[src/rtl/sg_frame_sequencer.sv]
// sg_frame_sequencer
//   Runs one Savitzky-Golay smoothing pass over a frame held in sample RAM.
//   It keeps a sliding window of WINDOW_SIZE samples and offers each full window
//   to the fit engine over a valid/ready handshake. It writes each fitted centre
//   value to result RAM, and repeats the first and last fits into the H edge
//   positions at each end of the frame.
//
// Ports
//   clk, rst          clock, asynchronous active-high reset
//   start, abort      begin a pass (only seen when idle) / cancel a pass
//   busy, done        pass in progress / one-cycle end-of-pass pulse
//   smp_rd_*          sample RAM read port (data returns one cycle after en)
//   fit_valid/ready   window handshake; fit_window slot k = sample c-H+k
//   fit_res_valid/res fitted centre value returned by the engine
//   res_wr_*          result RAM write port
//   fit_count         windows accepted by the engine in this (or the last) pass
module sg_frame_sequencer #(
  parameter int DATA_W      = 16,
  parameter int RES_W       = 24,
  parameter int ADDR_W      = 10,
  parameter int WINDOW_SIZE = 7,
  parameter int FRAME_LEN   = 1000
) (
  input  logic                          clk,
  input  logic                          rst,
  input  logic                          start,
  input  logic                          abort,
  output logic                          busy,
  output logic                          done,
  output logic                          smp_rd_en,
  output logic [ADDR_W-1:0]             smp_rd_addr,
  input  logic [DATA_W-1:0]             smp_rd_data,
  output logic                          fit_valid,
  input  logic                          fit_ready,
  output logic [WINDOW_SIZE*DATA_W-1:0] fit_window,
  input  logic                          fit_res_valid,
  input  logic [RES_W-1:0]              fit_res,
  output logic                          res_wr_en,
  output logic [ADDR_W-1:0]             res_wr_addr,
  output logic [RES_W-1:0]              res_wr_data,
  output logic [ADDR_W-1:0]             fit_count
);

  localparam int H     = WINDOW_SIZE / 2;
  localparam int CNT_W = $clog2(WINDOW_SIZE + 1);

  localparam logic [ADDR_W-1:0] C_FIRST   = ADDR_W'(H);
  localparam logic [ADDR_W-1:0] C_LAST    = ADDR_W'(FRAME_LEN - H - 1);
  localparam logic [ADDR_W-1:0] TAIL_BASE = ADDR_W'(FRAME_LEN - H);

  typedef enum logic [3:0] {
    S_IDLE, S_PRIME, S_ISSUE, S_WAIT, S_WRITE,
    S_HEAD, S_SHIFT, S_LOAD, S_TAIL, S_DONE
  } state_t;

  state_t             state, state_next;
  logic [ADDR_W-1:0]  c, c_next;
  logic [CNT_W-1:0]   cnt, cnt_next;
  logic [ADDR_W-1:0]  fit_count_next;
  logic [RES_W-1:0]   res_q, res_next;
  logic               shift_in;
  logic [DATA_W-1:0]  win [WINDOW_SIZE];

  always_ff @(posedge clk or posedge rst) begin
    if (rst) begin
      state     <= S_IDLE;
      c         <= '0;
      cnt       <= '0;
      fit_count <= '0;
      res_q     <= '0;
    end else begin
      state     <= state_next;
      c         <= c_next;
      cnt       <= cnt_next;
      fit_count <= fit_count_next;
      res_q     <= res_next;
    end
  end

  // New samples enter at the top slot so slot 0 always holds the oldest sample.
  always_ff @(posedge clk or posedge rst) begin
    if (rst) begin
      for (int k = 0; k < WINDOW_SIZE; k++) win[k] <= '0;
    end else if (shift_in) begin
      for (int k = 0; k < WINDOW_SIZE - 1; k++) win[k] <= win[k+1];
      win[WINDOW_SIZE-1] <= smp_rd_data;
    end
  end

  always_comb begin
    fit_window = '0;
    for (int k = 0; k < WINDOW_SIZE; k++) fit_window[k*DATA_W +: DATA_W] = win[k];
  end

  // cnt is shared: read index while priming, edge-write index in HEAD/TAIL.
  // abort overrides everything, including strobes already in progress this cycle.
  always_comb begin
    state_next     = state;
    c_next         = c;
    cnt_next       = cnt;
    fit_count_next = fit_count;
    res_next       = res_q;
    shift_in       = 1'b0;
    busy           = (state != S_IDLE) && (state != S_DONE);
    done           = 1'b0;
    smp_rd_en      = 1'b0;
    smp_rd_addr    = '0;
    fit_valid      = 1'b0;
    res_wr_en      = 1'b0;
    res_wr_addr    = '0;
    res_wr_data    = '0;

    if (abort && state != S_IDLE) begin
      state_next = S_IDLE;
    end else begin
      unique case (state)
        S_IDLE: begin
          if (start) begin
            state_next     = S_PRIME;
            fit_count_next = '0;
            c_next         = C_FIRST;
            cnt_next       = '0;
          end
        end
        // Data for read cnt-1 is on the bus while read cnt is issued.
        S_PRIME: begin
          smp_rd_en   = (cnt < CNT_W'(WINDOW_SIZE));
          smp_rd_addr = ADDR_W'(cnt);
          shift_in    = (cnt != '0);
          if (cnt == CNT_W'(WINDOW_SIZE)) begin
            state_next = S_ISSUE;
            cnt_next   = '0;
          end else begin
            cnt_next = cnt + CNT_W'(1);
          end
        end
        S_ISSUE: begin
          fit_valid = 1'b1;
          if (fit_ready) begin
            fit_count_next = fit_count + ADDR_W'(1);
            state_next     = S_WAIT;
          end
        end
        S_WAIT: begin
          if (fit_res_valid) begin
            res_next   = fit_res;
            state_next = S_WRITE;
          end
        end
        S_WRITE: begin
          res_wr_en   = 1'b1;
          res_wr_addr = c;
          res_wr_data = res_q;
          cnt_next    = '0;
          if (c == C_FIRST)     state_next = S_HEAD;
          else if (c == C_LAST) state_next = S_TAIL;
          else                  state_next = S_SHIFT;
        end
        S_HEAD: begin
          res_wr_en   = 1'b1;
          res_wr_addr = ADDR_W'(cnt);
          res_wr_data = res_q;
          cnt_next    = cnt + CNT_W'(1);
          if (cnt == CNT_W'(H - 1)) begin
            cnt_next   = '0;
            state_next = (c == C_LAST) ? S_TAIL : S_SHIFT;
          end
        end
        S_SHIFT: begin
          smp_rd_en   = 1'b1;
          smp_rd_addr = c + ADDR_W'(H + 1);
          c_next      = c + ADDR_W'(1);
          state_next  = S_LOAD;
        end
        S_LOAD: begin
          shift_in   = 1'b1;
          state_next = S_ISSUE;
        end
        S_TAIL: begin
          res_wr_en   = 1'b1;
          res_wr_addr = TAIL_BASE + ADDR_W'(cnt);
          res_wr_data = res_q;
          cnt_next    = cnt + CNT_W'(1);
          if (cnt == CNT_W'(H - 1)) begin
            cnt_next   = '0;
            state_next = S_DONE;
          end
        end
        S_DONE: begin
          done       = 1'b1;
          state_next = S_IDLE;
        end
        default: state_next = S_IDLE;
      endcase
    end
  end

endmodule

[config.mk]
export PLATFORM = sky130hd
export DESIGN_NAME = sg_frame_sequencer
export DESIGN_NICKNAME = d
export VERILOG_FILES = /design/src/rtl/sg_frame_sequencer.sv
export SDC_FILE = /design/constraint.sdc
export NUM_CORES = 1
export LEC_CHECK = 0
export ABC_CLOCK_PERIOD_IN_PS = 16100
export BUFFER_PORTS_ARGS = -buffer_cell sky130_fd_sc_hd__buf_2
export CAP_MARGIN = 25
export CORE_ASPECT_RATIO = 1.5
export CORE_MARGIN = 2
export CORE_UTILIZATION = 56
export CTS_CLUSTER_DIAMETER = 30
export DETAILED_ROUTE_END_ITERATION = 6
export GPL_TIMING_DRIVEN = 1
export PLACE_DENSITY = 0.85
export SYNTH_ARGS = -nofsm -noshare
export SYNTH_HDL_FRONTEND = slang
export SYNTH_SLANG_ARGS = --single-unit
[constraint.sdc]
create_clock -name clk -period 16.1 [get_ports clk]
set_input_delay 2.415 -clock clk [delete_from_list [all_inputs] [get_ports clk]]
set_output_delay 2.415 -clock clk [all_outputs]
set_load 0.005 [all_outputs]
* Word-level counts from Yosys, hierarchy flattened
Index checks and enable logic that the tools add are counted.
** Storage, ports and cells
- Bits in registers :: 163
- Output and inout port bits :: 171
** Cells by class
- Bitwise logic cells :: 1
- Reduce and logical (&&, ||, !) cells :: 15
- Eq/ne operators :: 22
- $add $sub $neg :: 5
- $lt $le $gt $ge :: 1
- Muxes and demuxes :: 35
** Operators with widths (count)
- 10-bit one-hot mux with 2 select lines :: 3
- 10-bit two-way mux :: 5
- 24-bit two-way mux :: 2
- 4-bit two-way mux :: 9
- 4-bit one-hot mux with 9 select lines :: 1
- 10-bit one-hot mux with 3 select lines :: 1
- 10-bit by 1-bit adder with 10-bit output (second input constant) :: 2
- 3-bit != test (second input constant) :: 6
- 4-bit by 3-bit == test with 1-bit output (second input constant) :: 4
- 3-bit one-hot mux with 4 select lines :: 1
- 10-bit by 3-bit adder with 10-bit output (second input constant) :: 1
- 10-bit == test (second input constant) :: 1
- 10-bit by 2-bit == test with 1-bit output (second input constant) :: 1
- 3-bit two-way mux :: 3
- 3-bit AND reduction :: 3
- 4-bit by 2-bit == test with 1-bit output (second input constant) :: 2
- 4-bit == test (second input constant) :: 2
- 1-bit two-way mux :: 8
- 4-bit nonzero test :: 2
- 6-bit by 4-bit adder with 7-bit output (first input constant) :: 1
- 6-bit AND reduction :: 1
- 4-bit by 1-bit == test with 1-bit output (second input constant) :: 1
- 4-bit zero test :: 1
- 2-bit != test (second input constant) :: 2
- 13 further kinds :: 16

* Depth between registers and ports, before layout
- Depth in word-level cells :: 5
- Depth in mapped cells :: 9
- Depth with buffers taken out :: 7

* Worst setup path before layout
No wires, ideal clock.
- Path type :: in2out
- From :: in start
- To :: out smp_rd_addr[1]
- Cell stages on the path :: 5
- Data required time :: 13.685 ns
- Path slack :: 10.110 ns
- Data arrival time :: 3.575 ns
- Cells stage by stage :: nor3b_1 o21ai_1 or3_1 clkbuf_1 o21ai_0
** RTL lines
- start, declared :: RTL line 26 : input logic start,
- end, declared :: RTL line 31 : output logic [ADDR_W-1:0] smp_rd_addr,

* Worst setup path after layout
- From :: in abort
- To :: out smp_rd_addr[1]
** On the way
- Longest elaborated chain between the ends :: 2
** Ends and longest elaborated chain
- start, declared :: RTL line 27 : input logic abort,
- 1-bit logical AND :: RTL line 113 : if (abort && state != S_IDLE) begin
- 10-bit two-way mux :: RTL line 113
No other way between the ends.

==> results.cfg <==
[grt]
grt_overflow = 0
grt_pass1_wl_mm = 29.0
grt_busiest_layer = met2
grtUsageMet1_pct = 30.4
groute.layer.met3.usage_pct = 6.37
track_usage_pct = 25.0
grt_max_degree = 97
grt_pass1_vias = 5629
antenna_found_initial = 0
gr-usage-met2_pct = 42.3

[pwr]
p_sw_w = 0.000478
combPwrFrac_pct = 29.4
clockPowerShare_pct = 27.1
power_density_nw_per_um2 = 156
vdd_drop_max_mv = 0.131
switching_share_pct = 32.6
seq_power_share_pct = 43.4
p_leak_nw = 5.25
p_int_w = 0.000987

[final_layout]
multi_input_area_um2 = 3300
drive_gt1_share_pct = 49.8
fillerInstances = 946
antennaDiodeCount = 0
layout.nets = 846
syn_to_final_growth_pct = 22.4
seq_area_um2 = 4080

[critical_path]
rr_endpoint = fit_window[14]$_DFFE_PP0P_
start_kind = input port
r2r-start = state[1]$_DFFE_PP0P_
critPathKind = input port to primary output
worstPathRequired_ns = 13.69
path_max_fanout = 16
rrSetupSlack_ns = 12.57
end_kind = primary output
reg2regPathDepth = 6
crit_arrival_ns = 3.98

[detailed_routing]
num_vias = 5379
wire_per_inst_um = 18.7
via_per_inst = 5.57
drt_iter0_drc = 215
firstDrtPassIters = 5
ant_nets = 0
wirelength_mm = 18.1
drc = 0

[place]
place_congestion = 0.980
post-place-ws_ns = 9.64
hpwlAfterDp_mm = 12.8
port_buffers = 216

[clocking]
cts-resized-gates = 0
numCtsBuffers = 17
root_buffer = clkbuf_16
clkSinkCount = 163
cts_tree = built
clk_pin_slew_ns = 0.06
h-tree-depth = 4
cts_buffer_depth = 2
clkLatencyLatePin_ns = 0.42
cts_hold_buf = 0
post_cts_buffers = 0

[yosys]
synth-seq-cells = 163
synth_edf_count = 0
syn_nets = 641
avgSynthCellArea_um2 = 13.1
synth_area_leader_cell = dfrtp_1
synth_warnings = 0
ys_types = 57
ys_top_cells_by_count = dfrtp_1, mux2_4, mux2_2
synth_area_um2 = 7660
synthCells = 585
ys_top_cells_by_area = dfrtp_1, mux2_4, mux2_2, and2_1, nor2_1
synth_top_area_share_pct = 53.3
yosysMostFrequentCell = dfrtp_1
ys.flop_type = dfrtp_1
synthArstFlopShare_pct = 100
synth-seq-area-share_pct = 53.3

[floorplanning]
fp.dieH_um = 147
core_area_um2 = 13400
row_count = 52
die-area_um2 = 14600
start_util_pct = 57.1
dieWidth_um = 99.5
ioPinCount = 217

[timing]
rsz0062_at_grt = false
final-setup-viol-count = 0
period_needed_ns = 6.39
fin_tns_setup_ns = 0
drv_slew = 0
maxSlewHeadroom_pct = 33.2
worstMarginPinSlew_ns = 0.998
setup_ws_ns = 9.71
fin_skew_ns = 0.0145
finalCritPeriodShare_pct = 39.7
fmax_mhz = 156
finalHoldViolCount = 0

[worst_hold_path]
holdPathStages = 1
worstHoldPathType = flip-flop to flip-flop
hp-start = fit_window[13]$_DFFE_PP0P_
hold_end = fit_window[13]$_DFFE_PP0P_

[status]
status = finished, final reports clean

[flow_run]
maxCapViolations = 0
[state kept, by name (all words and copies together), names as in the netlist]
signal	cells
c	10
cnt	3
fit_count	10
fit_window	112
res_q	24
state	4
[placed cells by master (no fill, tap or decap), drive strengths merged, types with 13 or more instances in the layout]
master / Yosys / layout
nor3: 14 / 14
o21ai: 14 / 14
dfrtp: 163 / 163
buf: 23 / 220
and2: 25 / 25
mux2: 138 / 138
a21oi: 13 / 13
clkbuf: 11 / 18
inv: 15 / 23
nand2: 27 / 27
nor2: 39 / 39
xnor2: 13 / 13
[worst max-delay path by stage]
stage          start                to  slack (ns)  cells after the start
3_5_place_dp   abort    res_wr_addr[3]        9.64                      4
4_1_cts        abort    res_wr_addr[3]        9.63                      4
2_1_floorplan    rst  c[0]$_DFFE_PP0P_        9.28                      1
6_report       abort    smp_rd_addr[1]        9.71                      6
5_1_grt        abort    smp_rd_addr[2]        9.47                      6
3_3_place_gp   abort    res_wr_addr[3]        9.74                      4
[layout make-up]
| cell class | instances | area share [%] |
|---|---|---|
| inverters | 16 | 0.694 |
| flip-flops and latches | 163 | 43.5 |
| well taps | 162 | 2.16 |
| clock buffers | 18 | 4.69 |
| multi-input cells | 372 | 35.3 |
| clock inverters | 14 | 1.68 |
| repair buffers | 220 | 12.0 |
[through the flow]
stage | total power (W) | hold WS [ns] | instances | utilization (%) | instance area, um2
after CTS | 0.00148 | 0.502 | 964 | 69.8 | 9360
final | 0.00146 | 0.500 | 965 | 69.9 | 9370
after floorplan | 0.000898 | 0.471 | 585 | - | 7660
after global placement | 0.00104 | 0.482 | 931 | 65.3 | 8750
after detailed placement | 0.00107 | 0.486 | 932 | 65.4 | 8760
after global routing | 0.00154 | 0.513 | 965 | 69.9 | 9370
[critical path: stages]
cell     delay [ns]
buf_2          0.28
and3b_1        0.23
o21ai_1        0.40
or3_1          0.40
o21ai_0        0.12
buf_2          0.14
[power by group through the flow]
stage          registers [W]  logic (W)  clock network [W]
3_5_place_dp        0.000639   0.000432                  0
2_1_floorplan       0.000614   0.000284                  0
3_3_place_gp        0.000627   0.000415                  0
5_1_grt             0.000653   0.000468           0.000423
4_1_cts             0.000636   0.000434           0.000406
6_report            0.000636   0.000431           0.000398
[metal layers]
layer  wire length (um)  vias to the layer above
li1                   -                     2451
met1               6940                     2643
met2               9320                      239
met3               1190                       46
met4                615                        0
met5                  0                        -
[cells by family after synthesis]
logic type | share of synthesized area (%)
flip-flops | 53.3
AND/OR/NAND/NOR | 10.4
multiplexers | 24.5
AO/OA/AOI/OAI | 4.30
buffers and inverters | 3.63
XOR/XNOR | 2.29
adder cells (fa/ha/maj) | 1.63
Note: power is estimated with default switching activity, not from simulation.
